`src/rtl/instr_fetch_unit.sv`:
```
// Instruction-fetch stage: drives the next PC into an enable-less PC register, issues
// single-outstanding word fetches over req/ack and buffers results in a 2-entry FIFO.
module instr_fetch_unit #(
  parameter logic [31:0] RESET_PC = 32'h0000_0000
) (
  input  logic        Clk,
  input  logic        Reset_n,
  input  logic [31:0] Pc,
  output logic [31:0] NextPc,
  output logic        ImemReq,
  output logic [31:0] ImemAddr,
  input  logic        ImemAck,
  input  logic [31:0] ImemRdata,
  input  logic        Redirect,
  input  logic [31:0] RedirectPc,
  output logic [31:0] Instr,
  output logic [31:0] InstrPc,
  output logic        InstrValid,
  input  logic        DecReady
);

  typedef enum logic [1:0] {
    IDLE,
    FETCH,
    DISCARD
  } state_t;

  state_t      state, state_nxt;
  logic        req_nxt;
  logic [31:0] addr_nxt;

  // FIFO: slot 0 is the head and doubles as the Instr/InstrPc/InstrValid outputs
  logic [31:0] instr_nxt, instr_pc_nxt;
  logic        valid_nxt;
  logic [31:0] tail_instr, tail_pc, tail_instr_nxt, tail_pc_nxt;
  logic        tail_valid, tail_valid_nxt;

  logic        xfer, pop, push, room;
  logic [31:0] redirect_target;

  assign xfer            = ImemReq & ImemAck;
  assign pop             = InstrValid & DecReady;
  assign room            = ~tail_valid | pop;
  assign redirect_target = {RedirectPc[31:2], 2'b00};

  // Next-state, request, next-PC and FIFO update
  always_comb begin
    state_nxt      = state;
    req_nxt        = ImemReq;
    addr_nxt       = ImemAddr;
    push           = 1'b0;
    NextPc         = Pc;
    instr_nxt      = Instr;
    instr_pc_nxt   = InstrPc;
    valid_nxt      = InstrValid;
    tail_instr_nxt = tail_instr;
    tail_pc_nxt    = tail_pc;
    tail_valid_nxt = tail_valid;

    case (state)
      IDLE: begin
        state_nxt = FETCH;
        if (Redirect) NextPc = redirect_target;
      end
      FETCH: begin
        if (Redirect) begin
          NextPc = redirect_target;
          if (ImemReq && !ImemAck) state_nxt = DISCARD;
          else                     req_nxt   = 1'b0;
        end else if (xfer) begin
          NextPc  = Pc + 32'd4;
          push    = 1'b1;
          req_nxt = 1'b0;
        end else if (!ImemReq && room) begin
          req_nxt  = 1'b1;
          addr_nxt = Pc;
        end
      end
      DISCARD: begin
        if (Redirect) NextPc = redirect_target;
        if (ImemAck) begin
          req_nxt   = 1'b0;
          state_nxt = FETCH;
        end
      end
      default: begin
        state_nxt = IDLE;
        req_nxt   = 1'b0;
      end
    endcase

    if (Redirect) begin
      valid_nxt      = 1'b0;
      tail_valid_nxt = 1'b0;
    end else if (pop) begin
      instr_nxt      = tail_instr;
      instr_pc_nxt   = tail_pc;
      valid_nxt      = tail_valid;
      tail_valid_nxt = 1'b0;
      if (push) begin
        if (tail_valid) begin
          tail_instr_nxt = ImemRdata;
          tail_pc_nxt    = ImemAddr;
          tail_valid_nxt = 1'b1;
        end else begin
          instr_nxt    = ImemRdata;
          instr_pc_nxt = ImemAddr;
          valid_nxt    = 1'b1;
        end
      end
    end else if (push) begin
      if (InstrValid) begin
        tail_instr_nxt = ImemRdata;
        tail_pc_nxt    = ImemAddr;
        tail_valid_nxt = 1'b1;
      end else begin
        instr_nxt    = ImemRdata;
        instr_pc_nxt = ImemAddr;
        valid_nxt    = 1'b1;
      end
    end

    // Reset wins over everything so the PC register loads the boot address
    if (!Reset_n) NextPc = RESET_PC;
  end

  always_ff @(posedge Clk or negedge Reset_n) begin
    if (!Reset_n) begin
      state      <= IDLE;
      ImemReq    <= 1'b0;
      ImemAddr   <= 32'd0;
      Instr      <= 32'd0;
      InstrPc    <= 32'd0;
      InstrValid <= 1'b0;
      tail_instr <= 32'd0;
      tail_pc    <= 32'd0;
      tail_valid <= 1'b0;
    end else begin
      state      <= state_nxt;
      ImemReq    <= req_nxt;
      ImemAddr   <= addr_nxt;
      Instr      <= instr_nxt;
      InstrPc    <= instr_pc_nxt;
      InstrValid <= valid_nxt;
      tail_instr <= tail_instr_nxt;
      tail_pc    <= tail_pc_nxt;
      tail_valid <= tail_valid_nxt;
    end
  end

endmodule

```
`config.mk`:
```
export PLATFORM = sky130hd
export DESIGN_NAME = instr_fetch_unit
export DESIGN_NICKNAME = d
export VERILOG_FILES = /design/src/rtl/instr_fetch_unit.sv
export SDC_FILE = /design/constraint.sdc
export NUM_CORES = 1
export LEC_CHECK = 0
export CELL_PAD_IN_SITES_DETAIL_PLACEMENT = 0
export CELL_PAD_IN_SITES_GLOBAL_PLACEMENT = 1
export CORE_ASPECT_RATIO = 0.7
export CORE_UTILIZATION = 35
export DETAILED_ROUTE_END_ITERATION = 12
export GPL_ROUTABILITY_DRIVEN = 1
export GPL_TIMING_DRIVEN = 0
export PLACE_DENSITY = 0.8
export SYNTH_ARGS = -nofsm -noshare
export SYNTH_HDL_FRONTEND = slang
export SYNTH_SLANG_ARGS = --single-unit
```
`constraint.sdc`:
```
create_clock -name Clk -period 3.8 [get_ports Clk]
set_input_delay 0.95 -clock Clk [delete_from_list [all_inputs] [get_ports Clk]]
set_output_delay 0.95 -clock Clk [all_outputs]
set_load 0.02 [all_outputs]
```
* Yosys cells after proc, flatten, opt, wreduce, memory -nomap -nowiden
Index checks and enable logic that the tools add are counted.
** Storage, ports and cells
- Flip-flop bits (word level) :: 165
- Bits in latches :: 0
- Bits in writable memories :: 0
- Bits in read-only memories :: 0
- Output and inout bits :: 130
- Memories :: 0
** Operators by class
- Add/subtract/negate cells :: 1
- Multipliers :: 0
- Divide/modulo/power cells :: 0
- Magnitude comparators :: 0
- Eq/ne operators :: 9
- Shifts and indexed selects :: 0
- Multiplexer cells :: 48
- Bitwise gates (word level) :: 7
- Reduce and logical (&&, ||, !) cells :: 16
** Operators with widths (count)
- $mux 32 :: 24
- $pmux 32 s2 :: 1
- $add 32x3->32 const B :: 1
- $mux 1 :: 18
- $reduce_and 4->1 :: 3
- $ne 2x2->1 const B :: 4
- $mux 2 :: 3
- $pmux 2 s3 :: 1
- $reduce_and 3->1 :: 2
- $reduce_bool 3->1 :: 2
- $ne 4x4->1 const B :: 1
- $not 1->1 :: 4
- $reduce_bool 2->1 :: 2
- $ne 3x3->1 const B :: 1
- $pmux 1 s3 :: 1
- $and 1x1->1 :: 2
- $eq 2x1->1 const B :: 1
- $eq 2x2->1 const B :: 1
- $logic_and 1x1->1 :: 2
- $logic_not 1->1 :: 2
- $logic_not 2->1 :: 1
- $ne 2x1->1 const B :: 1
- $reduce_and 2->1 :: 1
- $reduce_or 2->1 :: 1
- $or 1x1->1 :: 1

* Depth between registers and ports, before layout
Gate-level depths: netlist of run 1.
- Depth in word-level cells :: 7
- Depth in mapped cells :: 8
- Depth with buffers taken out :: 6

* Worst setup path after synthesis of run 1
No wires, ideal clock.
- Path type :: input port to output port
- Start :: input port Pc[6]
- End :: output port NextPc[23]
- Arrival time :: 2.973 ns
- Slack :: -0.123 ns
- Stages :: 6
- Path buffers :: 1
- Cells stage by stage :: buf_2 > nand4_4 > nor2_1 > nand4_1 > xor2_1 > a2111oi_0
** Between the ends
- Word-level cells in the longest chain between the ends :: 5
** RTL lines
- start, declared :: RTL line 8 : input logic [31:0] Pc,
- $add 32x3->32 :: RTL line 71 : NextPc = Pc + 32'd4;
- $mux 32 :: RTL line 70 : end else if (xfer) begin
- $mux 32 :: RTL line 66 : if (Redirect) begin
- $pmux 32 s2 :: RTL line 60 : case (state)
- $mux 32 :: RTL line 124 : if (!Reset_n) NextPc = RESET_PC;
- end, declared :: RTL line 9 : output logic [31:0] NextPc,
No other way between the ends.

* Worst setup path after layout of run 1
- Start :: input port Pc[5]
- End :: output port NextPc[24]
The elaborated chain is that of the path after synthesis.

==> results.json, run 1 <==
{
  "status": "completed",
  "dp.cells": 1314,
  "vias_per_cell": 5.29,
  "end_kind": "output pin",
  "finalSetupViolCount": 0,
  "rows": 47,
  "fill_cells": 2201,
  "die_h_um": 132,
  "fin_tns_setup_ns": 0,
  "globalRouteOverflowTotal": 0,
  "synth_ff_type": "dfrtp_1",
  "die_w_um": 188,
  "hold_buffers": 0,
  "max_stage_delay_ns": 0.39,
  "min_path_type": "in -> async",
  "synth.top_cell.area_share_pct": 48.6,
  "power.total_mw": 8.71,
  "syn_nets": 872,
  "syn_area_per_cell_um2": 11.0,
  "final_nets": 1127,
  "die-area_um2": 24900,
  "path_depth": 8,
  "synth_edf_count": 0,
  "portBuffers": 225,
  "wirelength_mm": 27.3,
  "period_minus_slack_ns": 3.75,
  "synth-seq-area-share_pct": 48.6,
  "fin_ws_ns": 0.0524,
  "synthesis.area_um2": 8500,
  "async_flop_share_pct": 100,
  "cp_slowest_cell": "a2111oi_2",
  "synth_area_leader_cell": "dfrtp_1",
  "first_pass_iters": 4,
  "synthDistinctLibCells": 48,
  "drtIter0Drc": 438,
  "finalMaxSlewViolations": 0,
  "hpwl_mm": 19.4,
  "crit_fanout": 8,
  "final_common_cell": "clkdlybuf4s50_1",
  "r2r.worst_path.cells": 6,
  "tritoncts.num_buffers": 17,
  "final_cell_mix": "clkdlybuf4s50_1 (168), dfrtp_1 (165), mux2_2 (109)",
  "netlist_top_cells_area": "dfrtp_1 (49%), mux2_2 (14%), mux2i_1 (8.7%), a21oi_1 (4.4%), nor2_1 (3.9%)",
  "dp_slack_ns": -1.23,
  "slew_headroom_pct": 51.0,
  "tritoncts": "built",
  "worst_pin_slew_ns": 0.734,
  "drtAntennaViolNets": 0,
  "leakage_nw": 5.50,
  "cts_max_level": 4,
  "post-route-drc-count": 0,
  "wire_per_inst_um": 20.1,
  "routed-via-count": 7174,
  "tritoncts_num_sinks": 165,
  "finClkSkew_ns": 0.00885,
  "gp_congestion": 0.821,
  "clock-root-buffer": "clkbuf_16",
  "worst_path_dominant_cell_family": "buffers and inverters",
  "ys_ff_latch": 165,
  "fin_util_pct": 50.2,
  "crit_path_start_kind": "input pin",
  "grtUsageTotal_pct": 22.3,
  "crit_buf_inv": 3,
  "ys.warnings.count": 0,
  "synthCells": 770,
  "grt_max_degree": 87,
  "fmax_ghz": 0.267,
  "grt_pass1_wl_mm": 42.5,
  "cp_cell_sequence": "clkdlybuf4s18_2, nand4_4, nor4_4, buf_6, nand4_2, xor2_1, a2111oi_2, buf_4",
  "syn_to_final_growth_pct": 40.1,
  "clkTransAtPathRegs_ns": 0.07,
  "maxCapViolations": 0,
  "criticalPathCategory": "in -> out",
  "cts_buffer_depth": 2,
  "clock_latency_ns": 0.44,
  "io_pins": 231,
  "power_per_cell_area_nw_per_um2": 732,
  "final_layout_size_suffix_gt1_share_pct": 25.8,
  "arrival_ns": 2.80,
  "antenna_found_initial": 2,
  "max-vdd-ir-drop_mv": 0.435,
  "fin_cells": 1357,
  "period_share_pct": 98.6,
  "start_util_pct": 35.8,
  "cp.required_ns": 2.85,
  "grt_pass1_vias": 7145,
  "core_area_um2": 23700,
  "hold_violations": 0
}
[cells in the mapped netlist (3+ instances only)]
library cell / number
and4_1: 5
inv_1: 3
mux2i_1: 74
or3_1: 3
a211o_1: 5
nor3_1: 20
nand2_1: 16
and2_1: 5
a21oi_1: 75
xor2_1: 22
o221ai_1: 8
nor2_1: 88
nand3_1: 13
buf_6: 6
dfrtp_1: 165
nand2b_1: 11
mux2_2: 109
buf_2: 30
clkbuf_1: 19
and3_1: 4
o21ai_0: 31
nand4_1: 8
a221oi_1: 7
a2111oi_0: 12
a31oi_1: 4
[logic make-up after synthesis]
logic type,share of synthesized area [%]
multiplexers,23.2
AND/OR/NAND/NOR,10.7
flip-flops,48.6
AO/OA/AOI/OAI,11.2
buffers and inverters,3.71
XOR/XNOR,2.47
adder cells (fa/ha/maj),0.147
[report_power, final]
group | leakage [nW] | internal, mW | switching, mW | total, mW
Clock | 0.299 | 1.11 | 0.746 | 1.85
Sequential | 2.03 | 2.52 | 0.556 | 3.08
Combinational | 3.17 | 1.85 | 1.93 | 3.78
[worst paths after layout]
kind,from,endpoint,slack [ns]
max in group asynchronous,Reset_n,InstrPc[9],2.58
worst max register to register,state[1],tail_pc[13],1.29
worst max-delay path,Pc[5],NextPc[24],0.05
min in group Clk,tail_instr[26],tail_instr[26],0.50
worst min-delay path,Reset_n,tail_instr[5],0.44
worst min register to register,tail_instr[26],tail_instr[26],0.50
[final cells by class]
cell class	instances	area [um2]	area share [%]
Multi-Input combinational cell	545	4170	35.0
Sequential cell	165	4130	34.7
Timing Repair Buffer	236	2230	18.7
Clock buffer	22	484	4.07
Tap cell	318	398	3.34
Buffer	57	330	2.78
Clock inverter	10	144	1.21
Inverter	3	11.3	0.0946
Antenna cell	1	2.50	0.0210
[metal layers]
layer	part of all wire, %	global-route usage [%]	vias to the layer above
met1	48	32.4	3557
met5	0.040	0	-
li1	-	-	3319
met4	1.4	5.69	2
met3	8.8	7.59	28
met2	42	31.4	268
[timing repair]
item                                    CTS  global route
endpoints found under the setup margin   32            26
pin swaps                                 4             3
buffers inserted                          5             5
gates cloned                              0             0
resized for setup                       187            54
[flip-flops by register name, indices dropped and copies added, names as in the netlist]
name	count
ImemReq	1
InstrPc	32
InstrValid	1
state	2
tail_instr	32
Instr	32
tail_valid	1
tail_pc	32
ImemAddr	32
[through the flow]
stage | area, um2 | hold slack (ns)
CTS | 11900 | 0.450
finish | 11900 | 0.444
detailed placement | 11200 | 0.492
floorplan | 8500 | 0.479
global placement | 11200 | 0.485
global route | 11900 | 0.450
Power figures use the tool's default switching activity.
==> run 2: changes to the inputs <==
- CORE_MARGIN: default -> 8
==> run 2 against run 1 <==
  * Final cell count down 0.15%
  * Clock power down 9%
  * Routed wire length increased by 4.8%
  * Clock skew rose by 0.0021 ns
  * Combinational power hardly changed
  * Global-route usage decreased by 3.3 points
  * Register-to-register slack is essentially flat
  * Critical path depth unchanged
  * Sequential power is 1% lower
  * Critical endpoint is now NextPc[21]
  * Non-clock buffer count down 2
==> results.json, run 2 (synthesized netlist as in run 1, its figures left out) <==
{
  "globalRouteOverflowTotal": 0,
  "tritoncts.num_buffers": 17,
  "cp_cell_sequence": "clkdlybuf4s15_2, nand4_4, nor2_4, buf_4, nand4_1, xor2_1, a2111oi_1, buf_2",
  "hold_violations": 0,
  "worst_pin_slew_ns": 0.659,
  "core_area_um2": 23800,
  "grt_max_degree": 60,
  "wirelength_mm": 28.6,
  "crit_path_start_kind": "input pin",
  "r2r.worst_path.cells": 6,
  "multi_input_area_um2": 4160,
  "p_switching_mw": 3.21,
  "fmax_ghz": 0.266,
  "drtAntennaViolNets": 0,
  "comb_power_share_pct": 44.5,
  "r2r-end": "tail_pc[12]",
  "final_common_cell": "clkdlybuf4s50_1",
  "leakage_nw": 5.50,
  "antenna_found_initial": 2,
  "vias_per_cell": 5.25,
  "crit_fanout": 10,
  "min_path_type": "in -> async",
  "status": "completed",
  "grtUsageTotal_pct": 19.0,
  "crit_buf_inv": 3,
  "hpwl_mm": 20.7,
  "postPlaceCellArea_um2": 11200,
  "r2r_slack_ns": 1.29,
  "clock_power_share_pct": 19.8,
  "final_layout_size_suffix_gt1_share_pct": 25.5,
  "gp_congestion": 0.824,
  "period_minus_slack_ns": 3.75,
  "switching_share_pct": 37.7,
  "die_h_um": 146,
  "clock_latency_ns": 0.43,
  "rows": 47,
  "tritoncts_num_sinks": 165,
  "seq_area_um2": 4130,
  "post-route-drc-count": 0,
  "slew_headroom_pct": 56.1,
  "routed-via-count": 7116,
  "drtIter0Drc": 378,
  "arrival_ns": 2.80,
  "io_pins": 231,
  "cts_buffer_depth": 2,
  "grt_pass1_wl_mm": 43.9,
  "r2r_start": "state[1]",
  "finalMaxSlewViolations": 0,
  "period_share_pct": 98.8,
  "die_w_um": 202,
  "dp_slack_ns": -1.24,
  "cp_slowest_cell": "a2111oi_1",
  "end_kind": "output pin",
  "final_nets": 1125,
  "p_seq_share_pct": 35.7,
  "clkTransAtPathRegs_ns": 0.06,
  "power_per_cell_area_nw_per_um2": 719,
  "max_stage_delay_ns": 0.38,
  "clock-root-buffer": "clkbuf_16",
  "setup.worst_path.start": "Pc[5]",
  "fin_ws_ns": 0.0472,
  "start_util_pct": 35.8,
  "rsz0062_at_grt": "yes",
  "criticalPathCategory": "in -> out",
  "portBuffers": 225,
  "p_int_mw": 5.31,
  "cp.required_ns": 2.85,
  "final_cell_mix": "clkdlybuf4s50_1 (169), dfrtp_1 (165), mux2_2 (109)",
  "max-vdd-ir-drop_mv": 0.419,
  "dp.cells": 1314,
  "syn_to_final_growth_pct": 39.6,
  "maxCapViolations": 0,
  "grt_pass1_vias": 7307,
  "worst_path_dominant_cell_family": "buffers and inverters",
  "endpoint": "NextPc[21]",
  "wire_per_inst_um": 21.1,
  "tritoncts": "built",
  "path_depth": 8,
  "die-area_um2": 29600,
  "fill_cells": 2203,
  "fin_cells": 1355,
  "finalSetupViolCount": 0,
  "cts_max_level": 4,
  "power.total_mw": 8.53,
  "finClkSkew_ns": 0.0110,
  "first_pass_iters": 5,
  "stdcell_area_um2": 11900
}
==> run 2: cell types whose count changed in the layout (fill, tap and decap cells not counted), moves of 3 or more <==
| cell | delta |
|---|---|
| buf_4 | -7 |
| a2111oi_1 | +5 |
| dlygate4sd2_1 | +5 |
| a2111oi_2 | -4 |
| clkinv_2 | +4 |
| clkbuf_1 | -3 |
| clkdlybuf4s18_2 | -3 |
==> run 2: how the worst min path moves through the flow <==
stage,to,slack (ns),depth (start not counted)
after floorplan,tail_instr[0],0.48,1
after global placement,tail_instr[28],0.49,1
after detailed placement,tail_pc[20],0.49,1
after CTS,tail_instr[5],0.38,1
after global routing,Instr[8],0.38,1
final,tail_instr[5],0.38,1
==> run 2: per-layer routing <==
| metal | vias up | routed length [um] | GRT usage, % |
|---|---|---|---|
| met1 | 3527 | 13600 | 26.4 |
| met3 | 26 | 2370 | 6.74 |
| met2 | 247 | 12300 | 27.5 |
| met4 | 2 | 368 | 5.03 |
| met5 | - | 13 | 0 |
| li1 | 3314 | - | - |
==> run 2: repair_timing <==
| action | in CTS | in global routing |
|---|---|---|
| gates cloned | 1 | 1 |
| gates resized for setup | 175 | 54 |
| pin swaps | 4 | 2 |
| setup buffers | 5 | 1 |
| endpoints found under the setup margin | 32 | 30 |
| hold buffers | 0 | 0 |
| hold endpoints to repair | 0 | 0 |
==> run 2: area by class of cell <==
type / instances / area share [%]
well taps: 318 / 3.35
multi-input cells: 545 / 35.0
plain buffers: 57 / 2.88
clock buffers: 21 / 3.97
flip-flops and latches: 165 / 34.8
inverters: 3 / 0.0949
repair buffers: 234 / 19.0
clock inverters: 11 / 0.823
diodes: 1 / 0.0211
==> run 2: worst register-to-register path, cell delays in order, from the launching register on <==
cell     delay [ns]
dfrtp_1        0.44
nor2_1         0.23
nand2_1        0.16
nor2_1         0.26
nand3_1        0.52
buf_2          0.45
mux2_2         0.32
==> run 2: through the flow <==
step	hold slack [ns]	setup TNS, ns	utilization (%)
3_3_place_gp	0.486	-1093.50	46.9
6_report	0.381	0	49.9
4_1_cts	0.377	0	49.9
3_5_place_dp	0.492	-32.34	47.1
2_1_floorplan	0.479	0	-
5_1_grt	0.378	-0.0278	49.9
==> run 2: power groups by stage <==
stage	Clock [mW]	Combinational (mW)	Sequential (mW)
6_report	1.69	3.79	3.04
5_1_grt	1.81	4.07	3.16
4_1_cts	1.74	3.83	3.05
3_5_place_dp	0	3.83	3.07
3_3_place_gp	0	3.80	3.05
2_1_floorplan	0	1.39	3.61
==> run 3: changes to the inputs <==
- CORE_ASPECT_RATIO: 0.7 -> 1.25
==> run 3 against run 2 <==
  * Sequential power barely moved
  * Register-to-register slack improved by 0.18 ns
  * Setup slack improved by 0.039 ns
  * Critical path type unchanged
  * Count of clock-buffer cells in the layout fell by 2
  * Die area fell by 0.16%
==> results.json, run 3 (synthesized netlist as in run 1, its figures left out) <==
{
  "status": "completed",
  "grt_pass1_vias": 7370,
  "globalRouteOverflowTotal": 0,
  "cp.required_ns": 2.85,
  "crit_path_frequent_cell": "nand4_1",
  "fin_cells": 1366,
  "rows": 63,
  "core_area_um2": 23800,
  "routed-via-count": 7098,
  "start_util_pct": 35.7,
  "cts_buffer_depth": 2,
  "period_share_pct": 97.7,
  "stdcell_area_um2": 11900,
  "clock-root-buffer": "clkbuf_16",
  "final_nets": 1126,
  "min_path_type": "in -> async",
  "fill_cells": 2248,
  "postPlaceCellArea_um2": 11200,
  "cp_slowest_cell": "a2111oi_1",
  "grtUsageTotal_pct": 19.3,
  "syn_to_final_growth_pct": 40.5,
  "crit_buf_inv": 4,
  "tritoncts.num_buffers": 17,
  "criticalPathCategory": "in -> out",
  "cts_max_level": 4,
  "cp_cell_sequence": "clkdlybuf4s15_2, nand4_1, buf_4, nor2_4, buf_12, nand4_1, xor2_1, a2111oi_1, buf_2",
  "hold_violations": 0,
  "grt_pass1_wl_mm": 43.9,
  "worst_path_dominant_cell_family": "buffers and inverters",
  "crit_fanout": 6,
  "power_per_cell_area_nw_per_um2": 716,
  "portBuffers": 225,
  "dp.cells": 1321,
  "die-area_um2": 29500,
  "crit_path_start_kind": "input pin",
  "tritoncts": "built",
  "clock_latency_ns": 0.43,
  "rsz0062_at_grt": "no",
  "end_kind": "output pin",
  "first_pass_iters": 5,
  "antenna_found_initial": 5,
  "post-route-drc-count": 0,
  "slew_headroom_pct": 54.4,
  "fin_tns_setup_ns": 0,
  "arrival_ns": 2.76,
  "clkTransAtPathRegs_ns": 0.07,
  "wirelength_mm": 28.5,
  "die_w_um": 155,
  "final_common_cell": "clkdlybuf4s50_1",
  "gp_congestion": 0.831,
  "fmax_ghz": 0.269,
  "max-vdd-ir-drop_mv": 0.366,
  "hpwl_mm": 20.6,
  "multi_input_area_um2": 4160,
  "period_minus_slack_ns": 3.71,
  "final_layout_size_suffix_gt1_share_pct": 25.7,
  "finalSetupViolCount": 0,
  "final_cell_mix": "clkdlybuf4s50_1 (169), dfrtp_1 (165), mux2_2 (109)",
  "io_pins": 231,
  "grt_max_degree": 71,
  "max_stage_delay_ns": 0.42,
  "finClkSkew_ns": 0.00896,
  "die_h_um": 190,
  "finalMaxSlewViolations": 0,
  "vias_per_cell": 5.20,
  "maxCapViolations": 0,
  "tritoncts_num_sinks": 165,
  "seq_area_um2": 4130,
  "worst_pin_slew_ns": 0.684,
  "drtIter0Drc": 370,
  "wire_per_inst_um": 20.9,
  "drtAntennaViolNets": 0,
  "leakage_nw": 5.51
}
-- run 3: worst reg2reg max path, stage by stage, from the launching register on --
cell     delay, ns
dfrtp_1       0.43
nor2_1        0.20
nand2_1       0.14
nor2_1        0.27
nand3_1       0.46
buf_2         0.40
mux2_2        0.32
-- run 3: what timing repair did --
item | CTS | global route
hold buffers | 0 | 0
gates cloned | 1 | 1
endpoints found under the setup margin | 32 | 30
buffers inserted | 6 | 1
pin swaps | 3 | 3
resized for setup | 212 | 35
-- run 3: through the flow --
step / total power [mW] / utilization, % / hold slack, ns / worst slack (ns)
final: 8.54 / 50.1 / 0.362 / 0.0860
after global routing: 9.04 / 50.1 / 0.353 / 0.00250
after CTS: 8.63 / 50.0 / 0.399 / 0.00304
after floorplan: 5.00 / - / 0.479 / 0.0253
after detailed placement: 6.91 / 47.0 / 0.492 / -1.12
after global placement: 6.84 / 46.9 / 0.485 / -6.29
-- run 3: where the power goes --
part | switching (mW) | internal (mW)
registers | 0.521 | 2.52
logic | 1.96 | 1.84
clock network | 0.774 | 0.929
total | 3.25 | 5.29
-- run 3: metal layers --
metal | up-vias | track usage, % | share of wire, %
li1 | 3313 | - | -
met1 | 3529 | 24.1 | 44
met2 | 219 | 31.6 | 48
met3 | 35 | 4.47 | 5.5
met4 | 2 | 8.15 | 2.5
met5 | - | 0 | 0.032
-- run 3: final cells by class --
type	instances	share of cell area (%)
inverters	3	0.0943
plain buffers	57	2.97
well taps	325	3.41
diodes	4	0.0838
clock buffers	19	3.63
flip-flops and latches	165	34.6
repair buffers	235	19.2
clock inverters	13	1.18
multi-input cells	545	34.8
-- run 3: path summary, 6_finish.rpt --
check	startpoint	end	slack, ns	cells past startpoint
max in group asynchronous	Reset_n	tail_pc[26]	2.76	2
max reg2reg	state[1]	tail_pc[16]	1.47	6
min reg2reg	tail_instr[26]	tail_instr[26]	0.50	1
max	Pc[11]	NextPc[23]	0.09	9
min	Reset_n	tail_pc[6]	0.36	1
min in group Clk	tail_instr[26]	tail_instr[26]	0.50	1
